[config.mk]
export PLATFORM = sky130hd
export DESIGN_NAME = pipe_hazard_ctrl
export DESIGN_NICKNAME = d
export VERILOG_FILES = /design/src/rtl/pipe_pkg.sv /design/src/rtl/hazard_detect.sv /design/src/rtl/pipe_hazard_ctrl.sv
export SDC_FILE = /design/constraint.sdc
export NUM_CORES = 1
export LEC_CHECK = 0
export BUFFER_PORTS_ARGS = -buffer_cell sky130_fd_sc_hd__clkbuf_2
export CAP_MARGIN = 0
export CORE_ASPECT_RATIO = 0.75
export CORE_MARGIN = 1.5
export CORE_UTILIZATION = 53
export CTS_CLUSTER_DIAMETER = 150
export DETAILED_ROUTE_END_ITERATION = 12
export HOLD_SLACK_MARGIN = 0.1
export PLACE_DENSITY = 0.84
export SKIP_LAST_GASP = 1
export SYNTH_ARGS = -nofsm -noshare
export SYNTH_HDL_FRONTEND = slang
export SYNTH_SLANG_ARGS = --single-unit
export TNS_END_PERCENT = 10
[constraint.sdc]
create_clock -name clk -period 4.8 [get_ports clk]
set_input_delay 1.44 -clock clk [delete_from_list [all_inputs] [get_ports clk]]
set_output_delay 1.44 -clock clk [all_outputs]
set_load 0.02 [all_outputs]
[src/rtl/pipe_pkg.sv]
// Shared types and constants for the pipeline hazard/stall controller.
package pipe_pkg;

    parameter int unsigned REG_ADDR_W = 5;
    parameter logic [REG_ADDR_W-1:0] ZERO_REG = '0;

    typedef enum logic [1:0] {
        StRun     = 2'd0,
        StMemWait = 2'd1,
        StErr     = 2'd2
    } hz_state_e;

    typedef struct packed {
        logic pc;
        logic if_id;
        logic id_ex;
        logic ex_mem;
        logic mem_wb;
    } stage_en_t;

endpackage

[src/rtl/hazard_detect.sv]
// Load-use comparator: a load in EX whose destination feeds a source of the instruction in ID.
module hazard_detect
    import pipe_pkg::*;
(
    input  logic                  ex_memtoreg_i,
    input  logic [REG_ADDR_W-1:0] ex_ard_i,
    input  logic [REG_ADDR_W-1:0] id_rs1_i,
    input  logic [REG_ADDR_W-1:0] id_rs2_i,
    output logic                  load_use_o
);

    // x0 is hardwired to zero, so a load targeting it never creates a dependency.
    assign load_use_o = ex_memtoreg_i && (ex_ard_i != ZERO_REG) &&
                        ((ex_ard_i == id_rs1_i) || (ex_ard_i == id_rs2_i));

endmodule

[src/rtl/pipe_hazard_ctrl.sv]
// Hazard and stall controller for the 5-stage core: stage enables/flushes, memory wait
// handshake with timeout, and a saturating stall-cycle counter.
module pipe_hazard_ctrl
    import pipe_pkg::*;
#(
    parameter int unsigned MAX_WAIT = 15,
    parameter int unsigned CNT_W    = 16
) (
    input  logic                  clk,
    input  logic                  rst,
    input  logic [REG_ADDR_W-1:0] ID_RS1,
    input  logic [REG_ADDR_W-1:0] ID_RS2,
    input  logic                  EX_MEMTOREG,
    input  logic [REG_ADDR_W-1:0] EX_ARD,
    input  logic                  EX_BRANCH_TAKEN,
    input  logic                  MEM_MEMWRITE,
    input  logic                  MEM_MEMTOREG,
    input  logic                  DMEM_READY,
    output logic                  DMEM_REQ,
    output logic                  EN_PC,
    output logic                  EN_IF_ID,
    output logic                  EN_ID_EX,
    output logic                  EN_EX_MEM,
    output logic                  EN_MEM_WB,
    output logic                  FLUSH_IF_ID,
    output logic                  FLUSH_ID_EX,
    output logic [CNT_W-1:0]      STALL_CNT,
    output logic                  ERR
);

    localparam int unsigned WaitW = $clog2(MAX_WAIT + 1);
    localparam logic [WaitW-1:0] MaxWaitW = WaitW'(MAX_WAIT);

    hz_state_e        state_q, state_d;
    logic [WaitW-1:0] wait_q, wait_d;
    logic [CNT_W-1:0] stall_q;

    logic      mem_acc;
    logic      load_use;
    logic      mem_stall;
    stage_en_t en;
    logic      flush_if_id;
    logic      flush_id_ex;
    logic      req;

    assign mem_acc = MEM_MEMWRITE | MEM_MEMTOREG;

    hazard_detect u_hazard_detect (
        .ex_memtoreg_i (EX_MEMTOREG),
        .ex_ard_i      (EX_ARD),
        .id_rs1_i      (ID_RS1),
        .id_rs2_i      (ID_RS2),
        .load_use_o    (load_use)
    );

    // In MEM_WAIT the access is still outstanding, so only READY releases the freeze.
    assign mem_stall = !DMEM_READY &&
                       (((state_q == StRun) && mem_acc) || (state_q == StMemWait));

    always_ff @(posedge clk or negedge rst) begin
        if (!rst) begin
            state_q <= StRun;
            wait_q  <= '0;
        end else begin
            state_q <= state_d;
            wait_q  <= wait_d;
        end
    end

    always_comb begin
        state_d = state_q;
        wait_d  = wait_q;
        case (state_q)
            StRun: begin
                if (mem_stall) begin
                    wait_d  = WaitW'(1);
                    state_d = (MAX_WAIT <= 1) ? StErr : StMemWait;
                end
            end
            StMemWait: begin
                if (DMEM_READY) begin
                    state_d = StRun;
                    wait_d  = '0;
                end else begin
                    wait_d = wait_q + WaitW'(1);
                    if (wait_d == MaxWaitW) begin
                        state_d = StErr;
                    end
                end
            end
            StErr: begin
                state_d = StErr;
            end
            default: begin
                state_d = StRun;
                wait_d  = '0;
            end
        endcase
    end

    always_comb begin
        en          = '{pc: 1'b1, if_id: 1'b1, id_ex: 1'b1, ex_mem: 1'b1, mem_wb: 1'b1};
        flush_if_id = 1'b0;
        flush_id_ex = 1'b0;
        req         = mem_acc;
        if (state_q == StErr) begin
            en  = '0;
            req = 1'b0;
        end else if (mem_stall) begin
            en = '0;
        end else if (EX_BRANCH_TAKEN) begin
            // The ID instruction is squashed, so a coincident load-use is moot.
            flush_if_id = 1'b1;
            flush_id_ex = 1'b1;
        end else if (load_use) begin
            en.pc       = 1'b0;
            en.if_id    = 1'b0;
            flush_id_ex = 1'b1;
        end
    end

    always_ff @(posedge clk or negedge rst) begin
        if (!rst) begin
            stall_q <= '0;
        end else if ((state_q != StErr) && !en.pc && (stall_q != '1)) begin
            stall_q <= stall_q + CNT_W'(1);
        end
    end

    assign EN_PC       = rst & en.pc;
    assign EN_IF_ID    = rst & en.if_id;
    assign EN_ID_EX    = rst & en.id_ex;
    assign EN_EX_MEM   = rst & en.ex_mem;
    assign EN_MEM_WB   = rst & en.mem_wb;
    assign FLUSH_IF_ID = rst & flush_if_id;
    assign FLUSH_ID_EX = rst & flush_id_ex;
    assign DMEM_REQ    = rst & req;
    assign STALL_CNT   = stall_q;
    assign ERR         = (state_q == StErr);

endmodule

Yosys cells after proc, flatten, opt, wreduce, memory -nomap -nowiden:

Index checks and enable logic that the tools add are counted.

* add/sub/neg operators: 2
* equality and inequality tests: 9
* multiplexer cells: 20
* bitwise gates (word level): 10
* reduce and logical (&&, ||, !) cells: 14

Operator list (count)
* adder 16 x 1 -> 16 bit (second input constant): 1
* inequality test 16 bit (second input constant): 1
* two-way mux 2 bit: 6
* one-hot mux 4 bit (3 select lines): 1
* equality test 5 bit: 2
* bitwise AND 1 bit: 8
* two-way mux 1 bit: 8
* two-way mux 4 bit: 2
* logical AND 1 bit: 6
* one-hot mux 2 bit (3 select lines): 1
* two-way mux 5 bit: 1
* nonzero test 5 bit: 1
* adder 4 x 1 -> 4 bit (second input constant): 1
* equality test 4 bit (second input constant): 1
* inequality test 2 bit (second input constant): 2
* AND reduction 2 bit: 2
* two-way mux 3 bit: 1
* inequality test 3 x 2 -> 1 bit (second input constant): 1
* equality test 2 x 1 -> 1 bit (second input constant): 1
* equality test 2 bit (second input constant): 1
* zero test 1 bit: 2
* zero test 2 bit: 1
* logical OR 1 bit: 2
* NOT 1 bit: 1
* OR 1 bit: 1

* register bits after elaboration: 22
* output and inout port bits: 25

Longest topological paths before layout:

* word-level depth: 10
* depth in mapped cells: 8

Cells and area by module:

Synthesis repeated with hierarchy kept, for this count alone.

* cell total of the unflattened synthesis: 139
* area total of the unflattened synthesis: 1372.6 um2

By module, submodules not included
* pipe_hazard_ctrl: instances 1, cells an instance 122, area an instance 1247.4 um2, seq. area each 550.5 um2
* hazard_detect: instances 1, cells an instance 17, area an instance 125.1 um2, seq. area each 0.0 um2

Least setup slack after synthesis:

OpenSTA, ideal clock, no wires.

* path type: input -> output
* start: input port MEM_MEMTOREG
* end: output port EN_PC
* data arrival time: 3280 ps
* required time: 3360 ps
* slack: 80 ps
* cell stages on the path: 5
* cells stage by stage: or2_2 -> o21ai_0 -> and3_1 -> a21boi_0 -> buf_4

* word-level cells in the longest chain between the ends: 7

RTL lines
* from (decl): line pipe_hazard_ctrl.sv:17 `input logic MEM_MEMTOREG,`
* OR 1 bit: line pipe_hazard_ctrl.sv:46 `assign mem_acc = MEM_MEMWRITE | MEM_MEMTOREG;`
* logical AND 1 bit: line pipe_hazard_ctrl.sv:58 `(((state_q == StRun) && mem_acc) || (state_q == StMemWait));`
* logical OR 1 bit: line pipe_hazard_ctrl.sv:58
* logical AND 1 bit: line pipe_hazard_ctrl.sv:57 `assign mem_stall = !DMEM_READY &&`
* two-way mux 2 bit: line pipe_hazard_ctrl.sv:109 `end else if (mem_stall) begin`
* two-way mux 5 bit: line pipe_hazard_ctrl.sv:106 `if (state_q == StErr) begin`
* bitwise AND 1 bit: line pipe_hazard_ctrl.sv:130 `assign EN_PC = rst & en.pc;`
* to (decl): line pipe_hazard_ctrl.sv:20 `output logic EN_PC,`

Every way passes these cells.

Worst setup path in the final report:

* start: input port EX_ARD[0]
* end: output port EN_IF_ID

* word-level cells in the longest chain between the ends: 8
* elaborated cells between the ends (all ways): 11
* classes of those cells: 2 x eq/ne; 4 x mux; 1 x bitwise; 4 x reduce/logical

RTL lines
* from (decl): line pipe_hazard_ctrl.sv:14 `input logic [REG_ADDR_W-1:0] EX_ARD,`
* equality test 5 bit or nonzero test 5 bit (tied branches): line hazard_detect.sv:14, hazard_detect.sv:13
* logical OR 1 bit or logical AND 1 bit (tied branches): line hazard_detect.sv:14, hazard_detect.sv:13
* logical AND 1 bit (*): line hazard_detect.sv:13 `assign load_use_o = ex_memtoreg_i && (ex_ard_i != ZERO_REG) &&`
* two-way mux 2 bit (*): line pipe_hazard_ctrl.sv:115 `end else if (load_use) begin`
* two-way mux 2 bit (*): line pipe_hazard_ctrl.sv:111 `end else if (EX_BRANCH_TAKEN) begin`
* two-way mux 2 bit (*): line pipe_hazard_ctrl.sv:109
* two-way mux 5 bit (*): line pipe_hazard_ctrl.sv:106
* bitwise AND 1 bit (*): line pipe_hazard_ctrl.sv:131 `assign EN_IF_ID = rst & en.if_id;`
* to (decl): line pipe_hazard_ctrl.sv:21 `output logic EN_IF_ID,`

Mark *: on every way between the ends. The rest lies on a longest branch, timed or not.

==> reports/qor.txt <==
part of the power in registers -> 0.441
Power Internal -> 386 uW
Post-Synthesis Cells -> 134
Routed WL per cell -> 14.5 um
Clock Power Share -> 0.236
minimum clock period -> 4.36 ns
register bit total from synthesis -> 22
Lkg Pwr -> 0.000799 uW
# diodes -> 0
YS warnings -> 0
Yosys top cell area share -> 0.418
Worst Setup Start Kind -> primary input
fin nets -> 208
Non-Filler Instances -> 216
WP data required -> 3.36 ns
PortBufs -> 46
combinational power share -> 0.323
clock-pin transition on the worst setup and hold timing paths -> 0.13 ns
Vias/cell -> 5.36
Sw Share -> 0.360
Final Hold Viols -> 0
setup total negative slack -> 0 ns
clk buf depth -> 2
Slew HR -> 0.656
Reg area -> 551 sq um
Synth area leaders -> dfrtp_1 42%, xor2_1 9.3%, xnor2_1 8.7%
Ports -> 47
Vias -> 1,158
cts hold-fix bufs -> 0
period utilisation layout -> 0.908
Rows -> 15
Post-CTS Setup Inserts -> 0
die height -> 46.2 um
Clock Latency Late Sink -> 0.32 ns
drt first-iter violations -> 46
Syn Nets -> 159
Layout area overhead -> 23.3%
die area -> 2790 sq um
worst hold endpoint -> STALL_CNT[6]
WHS Path Cells -> 1
CTS buffer count -> 3
Hold Crit Start -> STALL_CNT[6]
setup violators final -> 0
Overall Global Routing Usage -> 0.237
H-tree Lvls -> 1
power consumption -> 603 uW
placed cell count -> 212
worst-margin pin slew -> 0.516 ns
Psw -> 217 uW
Crit Reg-Reg Endpoint -> STALL_CNT[15]
number of global-route vias before repair -> 1,076
Fmax -> 230 MHz
total wire length -> 3.12 mm
first-pass GRT wire length -> 4.78 mm
clk sink count -> 22
Worst VDD drop -> 0.230 mV
dpl hpwl -> 2.48 mm
largest net degree at the start of global routing -> 24
DRC violations left -> 0
area leader, netlist -> dfrtp_1
Slew Viols, Final -> 0
synth unique cells -> 34
status -> completed
CTS resizes -> 0
sequential area share after synthesis -> 0.418
CTS tree -> yes
CTS root buffer -> clkbuf_4
startpoint of the worst register-to-register path -> STALL_CNT[0]
critical path class -> primary input to output port
CP arrival -> 2.92 ns
reg2reg setup slack -> 2.51 ns
RSZ-0062 raised after global routing -> no
HP Class -> register to register
Pwr per Cell Area -> 372 nW/um^2
fillcell total -> 186
mean area per synthesized cell -> 9.82 sq um
share of cells above drive strength 1 -> 0.335
Detailed Routing Iterations Pass 1 -> 4
Critical Path Fanout Max -> 3
initial core utilization -> 0.566
crit end category -> output port
# Max-Cap Violations -> 0
clock skew -> 0.0124 ns
die width -> 60.5 um
worst reg2reg path depth -> 7
DRT antenna net count -> 0
Multi-input gate area -> 717 sq um
Mapped Area -> 1320 sq um
core area -> 2330 sq um
gr ovfl total -> 0
GP Congestion -> 0.769
initial antenna violation count -> 0
[cell families after synthesis]
logic type                 share of synthesized area
muxes                                         0.0114
AOI/OAI and AO/OA                             0.0941
adders and majority gates                     0.0285
and+or+nand+nor                                0.231
xor gates and xnor gates                       0.180
buffers and inverters                         0.0371
DFF                                            0.418
[layout make-up]
type                            instances  share of cell area
Clock buffer                            3              0.0139
Clock inverter                          1              0.0185
Inverter                                4             0.00925
Multi-Input combinational cell        104               0.442
Sequential cell                        22               0.339
Tap cell                               34              0.0262
Timing Repair Buffer                   48               0.151
[worst max-delay path: stages]
cell	delay (ns)
clkbuf_2	0.11
or4_1	0.55
o21ai_2	0.17
and2b_1	0.21
a21boi_0	0.22
clkbuf_2	0.21
[sequential cells by signal, summed over array words and instances, names as in the netlist]
signal,cells
wait_q,4
state_q,2
STALL_CNT,16
[routing by layer]
layer | vias to the layer above | GRT usage | share of wire
met5 | - | 0 | 0
met4 | 0 | 0.135 | 0.052
met3 | 18 | 0.0702 | 0.051
met2 | 42 | 0.409 | 0.51
met1 | 544 | 0.264 | 0.38
li1 | 554 | - | -
[power by group through the flow]
stage / combinational (uW) / sequential (uW) / clock [uW]
finish: 195 / 266 / 142
global route: 214 / 273 / 155
CTS: 197 / 265 / 145
detailed placement: 196 / 269 / 0
global placement: 187 / 264 / 0
floorplan: 90.9 / 301 / 0
[layout by cell type, fill, tap and decap left out, types with 3 or more instances in the layout]
cell type | synthesis | layout
nand4_1 | 3 | 3
nor3_1 | 3 | 3
nand2_1 | 17 | 17
inv_1 | 4 | 4
ha_1 | 3 | 3
clkbuf_2 | 0 | 46
nand3_1 | 7 | 7
dfrtp_1 | 22 | 22
o21ai_0 | 7 | 7
clkbuf_4 | 0 | 3
xnor2_1 | 13 | 13
nor2_1 | 7 | 7
xor2_1 | 14 | 14
[through the flow]
stage                     instance area, sq um  hold WS (ns)  setup WS [ns]   util
after floorplan                           1320         0.453         0.0799      -
after global placement                    1570         0.478          0.489  0.675
after detailed placement                  1570         0.496          0.449  0.675
after CTS                                 1620         0.516          0.440  0.697
after global routing                      1620         0.526          0.377  0.697
final                                     1620         0.508          0.443  0.697
[Yosys cell counts]
cell type	count
a21boi_0	1
a21oi_1	2
a31oi_1	2
a31oi_4	1
and2_1	2
and2b_1	1
and3_1	2
and4_1	1
buf_4	3
buf_6	1
dfrtp_1	22
ha_1	3
inv_1	4
mux2_4	1
nand2_1	17
nand2b_1	2
nand3_1	7
nand3b_1	1
nand4_1	3
nor2_1	7
nor3_1	3
nor3_2	2
nor3b_1	1
nor4_1	1
nor4b_2	2
o21a_1	2
o21ai_0	7
o21ai_2	1
o22ai_1	1
o31ai_1	1
or2_2	2
or4_1	1
xnor2_1	13
xor2_1	14
[how the worst max path moves through the flow]
stage / start / endpoint / slack, ns / cells past startpoint
after global routing: EX_ARD[0] / EN_IF_ID / 0.38 / 6
after global placement: EX_ARD[0] / EN_PC / 0.49 / 6
after detailed placement: EX_ARD[0] / EN_IF_ID / 0.45 / 6
after floorplan: MEM_MEMTOREG / EN_PC / 0.08 / 5
final: EX_ARD[0] / EN_IF_ID / 0.44 / 6
after CTS: EX_ARD[0] / EN_IF_ID / 0.44 / 6
(Power assumes the default switching activity.)
